**config.mk**
```make
export PLATFORM = sky130hd
export DESIGN_NAME = ex_div_unit_flat
export DESIGN_NICKNAME = d
export VERILOG_FILES = /design/src/rtl/ex_div_if.sv /design/src/rtl/ex_div_unit.sv /design/src/flat_wrapper.sv
export SDC_FILE = /design/constraint.sdc
export NUM_CORES = 1
export LEC_CHECK = 0
export BUFFER_PORTS_ARGS = -buffer_cell sky130_fd_sc_hd__buf_2
export CORE_MARGIN = 2
export CORE_UTILIZATION = 45
export DETAILED_ROUTE_END_ITERATION = 10
export PLACE_DENSITY = 0.68
export SYNTH_ARGS = -nofsm -noshare
export SYNTH_HDL_FRONTEND = slang
export SYNTH_SLANG_ARGS = --single-unit
export TNS_END_PERCENT = 30
```
**constraint.sdc**
```tcl
create_clock -name clk -period 8.4 [get_ports clk]
set_clock_uncertainty 0.1 [all_clocks]
set_input_delay 1.26 -clock clk [delete_from_list [all_inputs] [get_ports clk]]
set_output_delay 1.26 -clock clk [all_outputs]
set_load 0.02 [all_outputs]
```
**src/rtl/ex_div_if.sv**
```systemverilog
`default_nettype none
// ============================================================================
// Module   : ex_div_if
// Purpose  : Request/response bundle between the EX stage (master) and the
//            iterative divider (slave).
// Signals  : dividend, divisor, op, start       master -> slave
//            is_running, quotient_out,
//            remainder_out, done                 slave  -> master
// Revision : 1.0 - initial release
// ============================================================================
interface ex_div_if #(
  parameter int DATA_WIDTH = 32
);

  logic [DATA_WIDTH-1:0] dividend;
  logic [DATA_WIDTH-1:0] divisor;
  logic [1:0]            op;
  logic                  start;
  logic                  is_running;
  logic [DATA_WIDTH-1:0] quotient_out;
  logic [DATA_WIDTH-1:0] remainder_out;
  logic                  done;

  modport master (
    output dividend, divisor, op, start,
    input  is_running, quotient_out, remainder_out, done
  );

  modport slave (
    input  dividend, divisor, op, start,
    output is_running, quotient_out, remainder_out, done
  );

endinterface

`default_nettype wire

```
**src/rtl/ex_div_unit.sv**
```systemverilog
`default_nettype none
// ============================================================================
// Module   : ex_div_unit
// Purpose  : Iterative radix-2 restoring divider for the DIV.W, MOD.W,
//            DIV.WU and MOD.WU instructions. One quotient bit per cycle;
//            both quotient and remainder are produced for every op.
// Ports    : clk  - clock
//            rst  - synchronous active-high reset
//            bus  - ex_div_if.slave (dividend, divisor, op, start in;
//                   is_running, quotient_out, remainder_out, done out)
// Options  : DIV_EARLY_OUT_EN - when defined, |dividend| < |divisor| skips
//            the iteration and finishes one cycle after acceptance.
// Revision : 1.0 - initial release
// ============================================================================
module ex_div_unit #(
  parameter int DATA_WIDTH = 32,
  parameter int CNT_WIDTH  = 6
) (
  input  logic      clk,
  input  logic      rst,
  ex_div_if.slave   bus
);

  typedef enum logic [1:0] {
    ST_IDLE   = 2'd0,
    ST_CALC   = 2'd1,
    ST_FINISH = 2'd2
  } state_e;

  localparam logic [CNT_WIDTH-1:0] c_last_iter = CNT_WIDTH'(DATA_WIDTH - 1);
  localparam logic [CNT_WIDTH-1:0] c_cnt_one   = CNT_WIDTH'(1);

  state_e                state_q,    state_d;
  logic [CNT_WIDTH-1:0]  cnt_q,      cnt_d;
  logic [DATA_WIDTH-1:0] rem_q,      rem_d;      // partial remainder
  logic [DATA_WIDTH-1:0] dvd_q,      dvd_d;      // dividend magnitude, becomes quotient
  logic [DATA_WIDTH-1:0] dvs_q,      dvs_d;      // divisor magnitude
  logic                  sign_a_q,   sign_a_d;
  logic                  sign_b_q,   sign_b_d;
  logic                  uns_q,      uns_d;
  logic                  bypass_q,   bypass_d;   // results already final, no sign fix-up
  logic [DATA_WIDTH-1:0] quot_out_q, quot_out_d;
  logic [DATA_WIDTH-1:0] rem_out_q,  rem_out_d;
  logic                  done_q,     done_d;

  // --------------------------------------------------------------------------
  // Operand conditioning at acceptance
  // --------------------------------------------------------------------------
  logic                  w_uns_in;
  logic                  w_sign_a;
  logic                  w_sign_b;
  logic [DATA_WIDTH-1:0] w_mag_a;
  logic [DATA_WIDTH-1:0] w_mag_b;
  logic                  w_div_zero;
  logic                  w_early;
  logic                  w_accept;

  assign w_uns_in   = bus.op[1];
  assign w_sign_a   = bus.dividend[DATA_WIDTH-1] & ~w_uns_in;
  assign w_sign_b   = bus.divisor[DATA_WIDTH-1]  & ~w_uns_in;
  assign w_mag_a    = w_sign_a ? -bus.dividend : bus.dividend;
  assign w_mag_b    = w_sign_b ? -bus.divisor  : bus.divisor;
  assign w_div_zero = (bus.divisor == '0);

`ifdef DIV_EARLY_OUT_EN
  // Magnitudes are compared unsigned so that 0x8000_0000 counts as 2^31.
  assign w_early = (w_mag_a < w_mag_b);
`else
  assign w_early = 1'b0;
`endif

  // The cycle in which done is visible closes the FINISH phase; a start seen
  // there belongs to the finished operation's window and is dropped.
  assign w_accept = (state_q == ST_IDLE) && bus.start && !done_q;

  // --------------------------------------------------------------------------
  // One restoring step. The shifted remainder is below 2*divisor, so the
  // (DATA_WIDTH+1)-bit difference has its MSB set exactly when negative.
  // --------------------------------------------------------------------------
  logic [DATA_WIDTH:0]   w_shift;
  logic [DATA_WIDTH:0]   w_trial;

  assign w_shift = {rem_q, dvd_q[DATA_WIDTH-1]};
  assign w_trial = w_shift - {1'b0, dvs_q};

  // --------------------------------------------------------------------------
  // Sign fix-up (wraps mod 2^DATA_WIDTH, so the overflow case falls out)
  // --------------------------------------------------------------------------
  logic [DATA_WIDTH-1:0] w_q_fix;
  logic [DATA_WIDTH-1:0] w_r_fix;

  assign w_q_fix = (!uns_q && (sign_a_q ^ sign_b_q)) ? -dvd_q : dvd_q;
  assign w_r_fix = (!uns_q && sign_a_q)              ? -rem_q : rem_q;

  // --------------------------------------------------------------------------
  // Next-state / datapath
  // --------------------------------------------------------------------------
  always_comb begin
    state_d    = state_q;
    cnt_d      = cnt_q;
    rem_d      = rem_q;
    dvd_d      = dvd_q;
    dvs_d      = dvs_q;
    sign_a_d   = sign_a_q;
    sign_b_d   = sign_b_q;
    uns_d      = uns_q;
    bypass_d   = bypass_q;
    quot_out_d = quot_out_q;
    rem_out_d  = rem_out_q;
    done_d     = 1'b0;

    case (state_q)
      ST_IDLE: begin
        if (w_accept) begin
          sign_a_d = w_sign_a;
          sign_b_d = w_sign_b;
          uns_d    = w_uns_in;
          cnt_d    = '0;
          if (w_div_zero) begin
            dvd_d    = '1;
            rem_d    = bus.dividend;
            dvs_d    = '0;
            bypass_d = 1'b1;
            state_d  = ST_FINISH;
          end else if (w_early) begin
            dvd_d    = '0;
            rem_d    = bus.dividend;
            dvs_d    = w_mag_b;
            bypass_d = 1'b1;
            state_d  = ST_FINISH;
          end else begin
            dvd_d    = w_mag_a;
            dvs_d    = w_mag_b;
            rem_d    = '0;
            bypass_d = 1'b0;
            state_d  = ST_CALC;
          end
        end
      end

      ST_CALC: begin
        if (!w_trial[DATA_WIDTH]) begin
          rem_d = w_trial[DATA_WIDTH-1:0];
          dvd_d = {dvd_q[DATA_WIDTH-2:0], 1'b1};
        end else begin
          rem_d = w_shift[DATA_WIDTH-1:0];
          dvd_d = {dvd_q[DATA_WIDTH-2:0], 1'b0};
        end
        cnt_d = cnt_q + c_cnt_one;
        if (cnt_q == c_last_iter) begin
          state_d = ST_FINISH;
        end
      end

      ST_FINISH: begin
        quot_out_d = bypass_q ? dvd_q : w_q_fix;
        rem_out_d  = bypass_q ? rem_q : w_r_fix;
        done_d     = 1'b1;
        state_d    = ST_IDLE;
      end

      default: begin
        state_d = ST_IDLE;
      end
    endcase
  end

  always_ff @(posedge clk) begin
    if (rst) begin
      state_q    <= ST_IDLE;
      cnt_q      <= '0;
      rem_q      <= '0;
      dvd_q      <= '0;
      dvs_q      <= '0;
      sign_a_q   <= 1'b0;
      sign_b_q   <= 1'b0;
      uns_q      <= 1'b0;
      bypass_q   <= 1'b0;
      quot_out_q <= '0;
      rem_out_q  <= '0;
      done_q     <= 1'b0;
    end else begin
      state_q    <= state_d;
      cnt_q      <= cnt_d;
      rem_q      <= rem_d;
      dvd_q      <= dvd_d;
      dvs_q      <= dvs_d;
      sign_a_q   <= sign_a_d;
      sign_b_q   <= sign_b_d;
      uns_q      <= uns_d;
      bypass_q   <= bypass_d;
      quot_out_q <= quot_out_d;
      rem_out_q  <= rem_out_d;
      done_q     <= done_d;
    end
  end

  assign bus.is_running    = (state_q != ST_IDLE);
  assign bus.done          = done_q;
  assign bus.quotient_out  = quot_out_q;
  assign bus.remainder_out = rem_out_q;

endmodule

`default_nettype wire
```
**src/flat_wrapper.sv**
```systemverilog
// flat-port wrapper written by rule: the top's interface ports become plain ports
module ex_div_unit_flat 
#(
  parameter int DATA_WIDTH = 32,
  parameter int CNT_WIDTH  = 6
)
  (clk, rst, bus_dividend, bus_divisor, bus_op, bus_start, bus_is_running, bus_quotient_out, bus_remainder_out, bus_done);
  ex_div_if #(.DATA_WIDTH(DATA_WIDTH)) bus_i ();
  input  logic clk;
  input  logic rst;
  input wire logic [$bits(bus_i.dividend)-1:0] bus_dividend;
  input wire logic [$bits(bus_i.divisor)-1:0] bus_divisor;
  input wire logic [$bits(bus_i.op)-1:0] bus_op;
  input wire logic [$bits(bus_i.start)-1:0] bus_start;
  output wire logic [$bits(bus_i.is_running)-1:0] bus_is_running;
  output wire logic [$bits(bus_i.quotient_out)-1:0] bus_quotient_out;
  output wire logic [$bits(bus_i.remainder_out)-1:0] bus_remainder_out;
  output wire logic [$bits(bus_i.done)-1:0] bus_done;
  assign bus_i.dividend = bus_dividend;
  assign bus_i.divisor = bus_divisor;
  assign bus_i.op = bus_op;
  assign bus_i.start = bus_start;
  assign bus_is_running = bus_i.is_running;
  assign bus_quotient_out = bus_i.quotient_out;
  assign bus_remainder_out = bus_i.remainder_out;
  assign bus_done = bus_i.done;
  ex_div_unit #(.DATA_WIDTH(DATA_WIDTH), .CNT_WIDTH(CNT_WIDTH)) u_core (.clk(clk), .rst(rst), .bus(bus_i));
endmodule
```
Word-level counts from Yosys, hierarchy flattened
Index checks and enable logic that the tools add are counted.
Word-level totals
  register bits after elaboration: 173
  latch bits: 0
  bits in writable memories: 0
  ROM bits: 0
  output and inout port bits: 66
  memories kept: 0
Cells by class
  add/sub/neg operators: 6
  $mul: 0
  div/mod/pow operators: 0
  magnitude comparators: 0
  eq/ne operators: 5
  shift-type cells: 0
  muxes and demuxes: 23
  bitwise operators: 4
  reductions and logical operators: 13
Operator list (count)
  $mux W32: 12
  $neg A32 Y32: 4
  $pmux W32 S2: 2
  $sub A33 B32 Y33: 1
  $logic_not A32 Y1: 1
  $pmux W6 S2: 1
  $add A6 B1 Y6 const B: 1
  $eq A6 B5 Y1 const B: 1
  $mux W2: 3
  $mux W6: 1
  $reduce_and A2 Y1: 3
  $logic_and A1 B1 Y1: 4
  $ne A2 B1 Y1 const B: 2
  $pmux W2 S2: 1
  $reduce_bool A2 Y1: 2
  $mux W1: 3
  $and A1 B1 Y1: 2
  $eq A2 B1 Y1 const B: 1
  $eq A2 B2 Y1 const B: 1
  $logic_not A1 Y1: 2
  $logic_not A2 Y1: 1
  $not A1 Y1: 1
  $xor A1 B1 Y1: 1

Logic depth before layout (Yosys ltp)
  depth in word-level cells: 6
  depth in mapped cells: 14

Least setup slack after synthesis
OpenSTA, ideal clock, no wires.
  path type: input to register
  from: input port bus_divisor[15]
  to: register u_core.rem_q[21]
  arrival: 3.316 ns
  data required time: 8.205 ns
  path slack: 4.888 ns
  stages: 9
  buffers on the path: 2
  cell sequence: or3_1 or4_4 nor3_4 nand4_2 nor2_4 buf_2 buf_4 a21oi_1 a221oi_1
On the way
  longest elaborated chain between the ends: 4
RTL lines
  start: declaration: RTL line flat_wrapper.sv:12  | input wire logic [$bits(bus_i.divisor)-1:0] bus_divisor;
  $logic_not A32 Y1: RTL line ex_div_unit.sv:63  | assign w_div_zero = (bus.divisor == '0);
  $mux W32: RTL line ex_div_unit.sv:119  | if (w_div_zero) begin
  $mux W32: RTL line ex_div_unit.sv:114  | if (w_accept) begin
  $pmux W32 S2: RTL line ex_div_unit.sv:112  | case (state_q)
  end signal: assignment: RTL line ex_div_unit.sv:185  | rem_q <= rem_d;
  end: declaration: RTL line ex_div_unit.sv:35  | logic [DATA_WIDTH-1:0] rem_q, rem_d;
No other way between the ends. The select of a mux whose other input is x is not followed.
A chain may end at the register's enable or synchronous reset.

Final worst setup path
  from: register u_core.rem_q[0]
  to: register u_core.rem_q[29]
On the way
  longest elaborated chain between the ends: 3
RTL lines
  $sub A33 B32 Y33: RTL line ex_div_unit.sv:84  | assign w_trial = w_shift - {1'b0, dvs_q};
  $mux W32: RTL line ex_div_unit.sv:142  | if (!w_trial[DATA_WIDTH]) begin
  $pmux W32 S2: RTL line ex_div_unit.sv:112
No other way between the ends.

==> impl_metrics.toml <==
[clock_network]
clkSlewWorstSetupHoldPaths_ps = 80
clockBufferDepth = 2
post_cts_buffers = 0
cts_hold_buffers = 0
cts_resized = 0
clock_sinks = 173
htreeDepth = 4
cts_root_buffer = "clkbuf_16"
cts_tree = "done"
numCtsBuffers = 17
clkLatencyLatePin_ps = 440

[die]
start_util_pct = 45.4
core_sq_mm = 0.0258
rows = 59
die_area_sq_mm = 0.0273
fp.dieW_um = 165
io_pins = 135
die_h_um = 165

[logic_synthesis]
avgSynthCellArea_sq_um = 7.51
yosys.area.top_type = "dfxtp_1"
ys.flop_type = "dfxtp_1"
yosys_warnings = 0
ys_seq_area_share_pct = 29.6
synth_compound_area_share_pct = 27.9
syn-num-nets = 1664
async_flop_share_pct = 0
synth-adder-area-share_pct = 4.13
synth_area_leaders = "dfxtp_1 30%, a21oi_1 7.2%, nor2_1 6.3%, a211oi_1 5.6%, xor2_1 4.7%"
yosysTopAreaCellShare_pct = 29.6
synth.mux.area_fraction_pct = 0.524
synth_top_family_by_area = "compound AO/OA/AOI/OAI gates"
ys_types = 87
synth-xor-area-share_pct = 9.14
ys_seq_elements = 173
synthSimpleGateAreaFrac_pct = 22.6
netlist_area_sq_mm = 0.0117
synth_edf_count = 0
synth_cells = 1557

[worst_setup_path]
crit_required_ps = 8650
criticalPathCategory = "reg2reg"
reg2reg_slack_ps = 4190
r2r_end = "u_core.rem_q[29]"
cp.arrival_ps = 4460
setup.worst_path.start_class = "register"
critPathMaxFanout = 22
reg2regPathDepth = 11
endpoint_kind = "register"
r2r_start = "u_core.rem_q[0]"

[routing]
drt-total-wl_mm = 35.6
drc = 0
routed-wl-met3_mm = 2.65
wire_per_inst_um = 18.2
wl_met2_mm = 15.1
m1WireLength_mm = 17.0
viasPerCell = 5.94
ant_nets = 0
highest_layer = "met4"
initialDrtViolationCount = 1268
dr_total_vias = 11600
drt-pass1-iter-count = 5

[placed_design]
dp_hpwl_mm = 26.2
io_buffers = 133
gp_congestion = 0.937
place_area_sq_mm = 0.0124

[pwr]
power_density_mw_per_mm2 = 206
leakage_nw = 4.97
vdd_ir_drop_max_mv = 0.125

[global_routing]
grt_max_degree = 109
antenna_found_initial = 1
grt_pass1_wl_mm = 56.0
grt_pass1_vias = 10300
grt.total_usage_pct = 25.9
gr-total-overflow = 0

[layout]
final_common_cell = "nor2_1"
layout_common_cells = "194 x nor2_1, 173 x dfxtp_1, 169 x a21oi_1, 132 x buf_2, 126 x nand2_1"
nets = 1712
drive_above_1_share_pct = 12.6
finish.utilization_pct = 50.4
area_growth_pct = 10.9
fin_area_sq_mm = 0.0130

[timing]
relSlewSlack_pct = 15.6
hold_viol = 0
min_period_over_period_pct = 50.1
fin_setup_tns_ps = 0
worst_pin_slew_ps = 1260
setup_viol = 0
slew_viol_final = 0
fmax_mhz = 238
rsz0062_at_grt = "false"
min_period_ps = 4210

[hold_path]
min_from = "u_core.dvs_q[18]"
hold_path.class = "reg2reg"
hold_depth = 2
holdPathEnd = "u_core.dvs_q[18]"

[run_status]
run_status = "complete, no violations"

[job]
max_cap_violations = 0
## cells in the mapped netlist (34+ instances only)
| cell type | count |
|---|---|
| nor2_1 | 195 |
| dfxtp_1 | 173 |
| a21oi_1 | 169 |
| nand2_1 | 126 |
| a211oi_1 | 88 |
| clkbuf_1 | 79 |
| o21ai_0 | 77 |
| xor2_1 | 63 |
| xnor2_1 | 59 |
| inv_1 | 58 |
| ha_1 | 37 |
| nor3_1 | 34 |
## stage by stage
step | cells | hold WS (ps) | total power, mW | worst slack (ps)
after detailed placement | 1921 | 345 | 1.85 | 3930
after global routing | 1953 | 366 | 2.81 | 3890
after global placement | 1921 | 338 | 1.84 | 3990
after CTS | 1953 | 354 | 2.66 | 4280
final | 1954 | 351 | 2.67 | 4190
after floorplan | 1557 | 332 | 1.62 | 4890
## critical path, cell delays in order (launching register included)
cell       delay [ps]
dfxtp_1           580
inv_1             200
fa_1              440
nor2b_1           200
o2111ai_1         210
a21oi_1           330
o21ai_1           160
nand4b_1          190
a21o_1            330
nand2_1           590
or3_1             590
o221ai_1          170
## sequential cells by signal (all words and copies together) (netlist names)
register                  cells
u_core.bus.quotient_out      32
u_core.bus.remainder_out     32
u_core.dvd_q                 32
u_core.dvs_q                 32
u_core.rem_q                 32
u_core.cnt_q                  6
u_core.state_q                2
u_core.bus.done               1
u_core.bypass_q               1
u_core.sign_a_q               1
u_core.sign_b_q               1
u_core.uns_q                  1
## where the power goes
| group | total, mW | leakage (nW) | switching, mW | internal (mW) |
|---|---|---|---|---|
| clock | 0.812 | 0.292 | 0.387 | 0.425 |
| sequential | 0.948 | 1.41 | 0.0806 | 0.868 |
| combinational | 0.909 | 3.26 | 0.572 | 0.337 |
| total | 2.67 | 4.97 | 1.04 | 1.63 |
## cell families (layout without fill, tap and decap cells)
family                   after synthesis  in the layout
multiplexers                           6              6
AND/OR/NAND/NOR                      541            541
XOR/XNOR                             122            122
buffers and inverters                169            230
adder cells (fa/ha/maj)               38             38
AO/OA/AOI/OAI                        508            508
other                                  0              1
flip-flops                           173            173
## worst max path at each step
stage / slack [ps] / endpoint / start / cells after the start
after CTS: 4280 / u_core.rem_q[29] / u_core.rem_q[0] / 11
after global routing: 3890 / u_core.rem_q[29] / u_core.rem_q[19] / 10
final: 4190 / u_core.rem_q[29] / u_core.rem_q[0] / 11
after global placement: 3990 / u_core.rem_q[25] / bus_divisor[15] / 10
after detailed placement: 3930 / u_core.rem_q[25] / bus_divisor[15] / 10
after floorplan: 4890 / u_core.rem_q[21] / bus_divisor[15] / 9
## metal layers
layer,GRT usage [%],vias to the layer above
met1,37.5,5364
met5,0,-
met4,7.43,0
met3,3.65,44
li1,-,5740
met2,40.0,457
## cell type report
cell class              count  area, sq um
inverters                  58          218
well taps                 335          419
clock buffers              17          425
flip-flops and latches    173         3460
diodes                      1         2.50
clock inverters            15          173
fillers                  2557        12800
repair buffers            140          721
multi-input cells        1215         7550
Power figures use the tool's default switching activity.
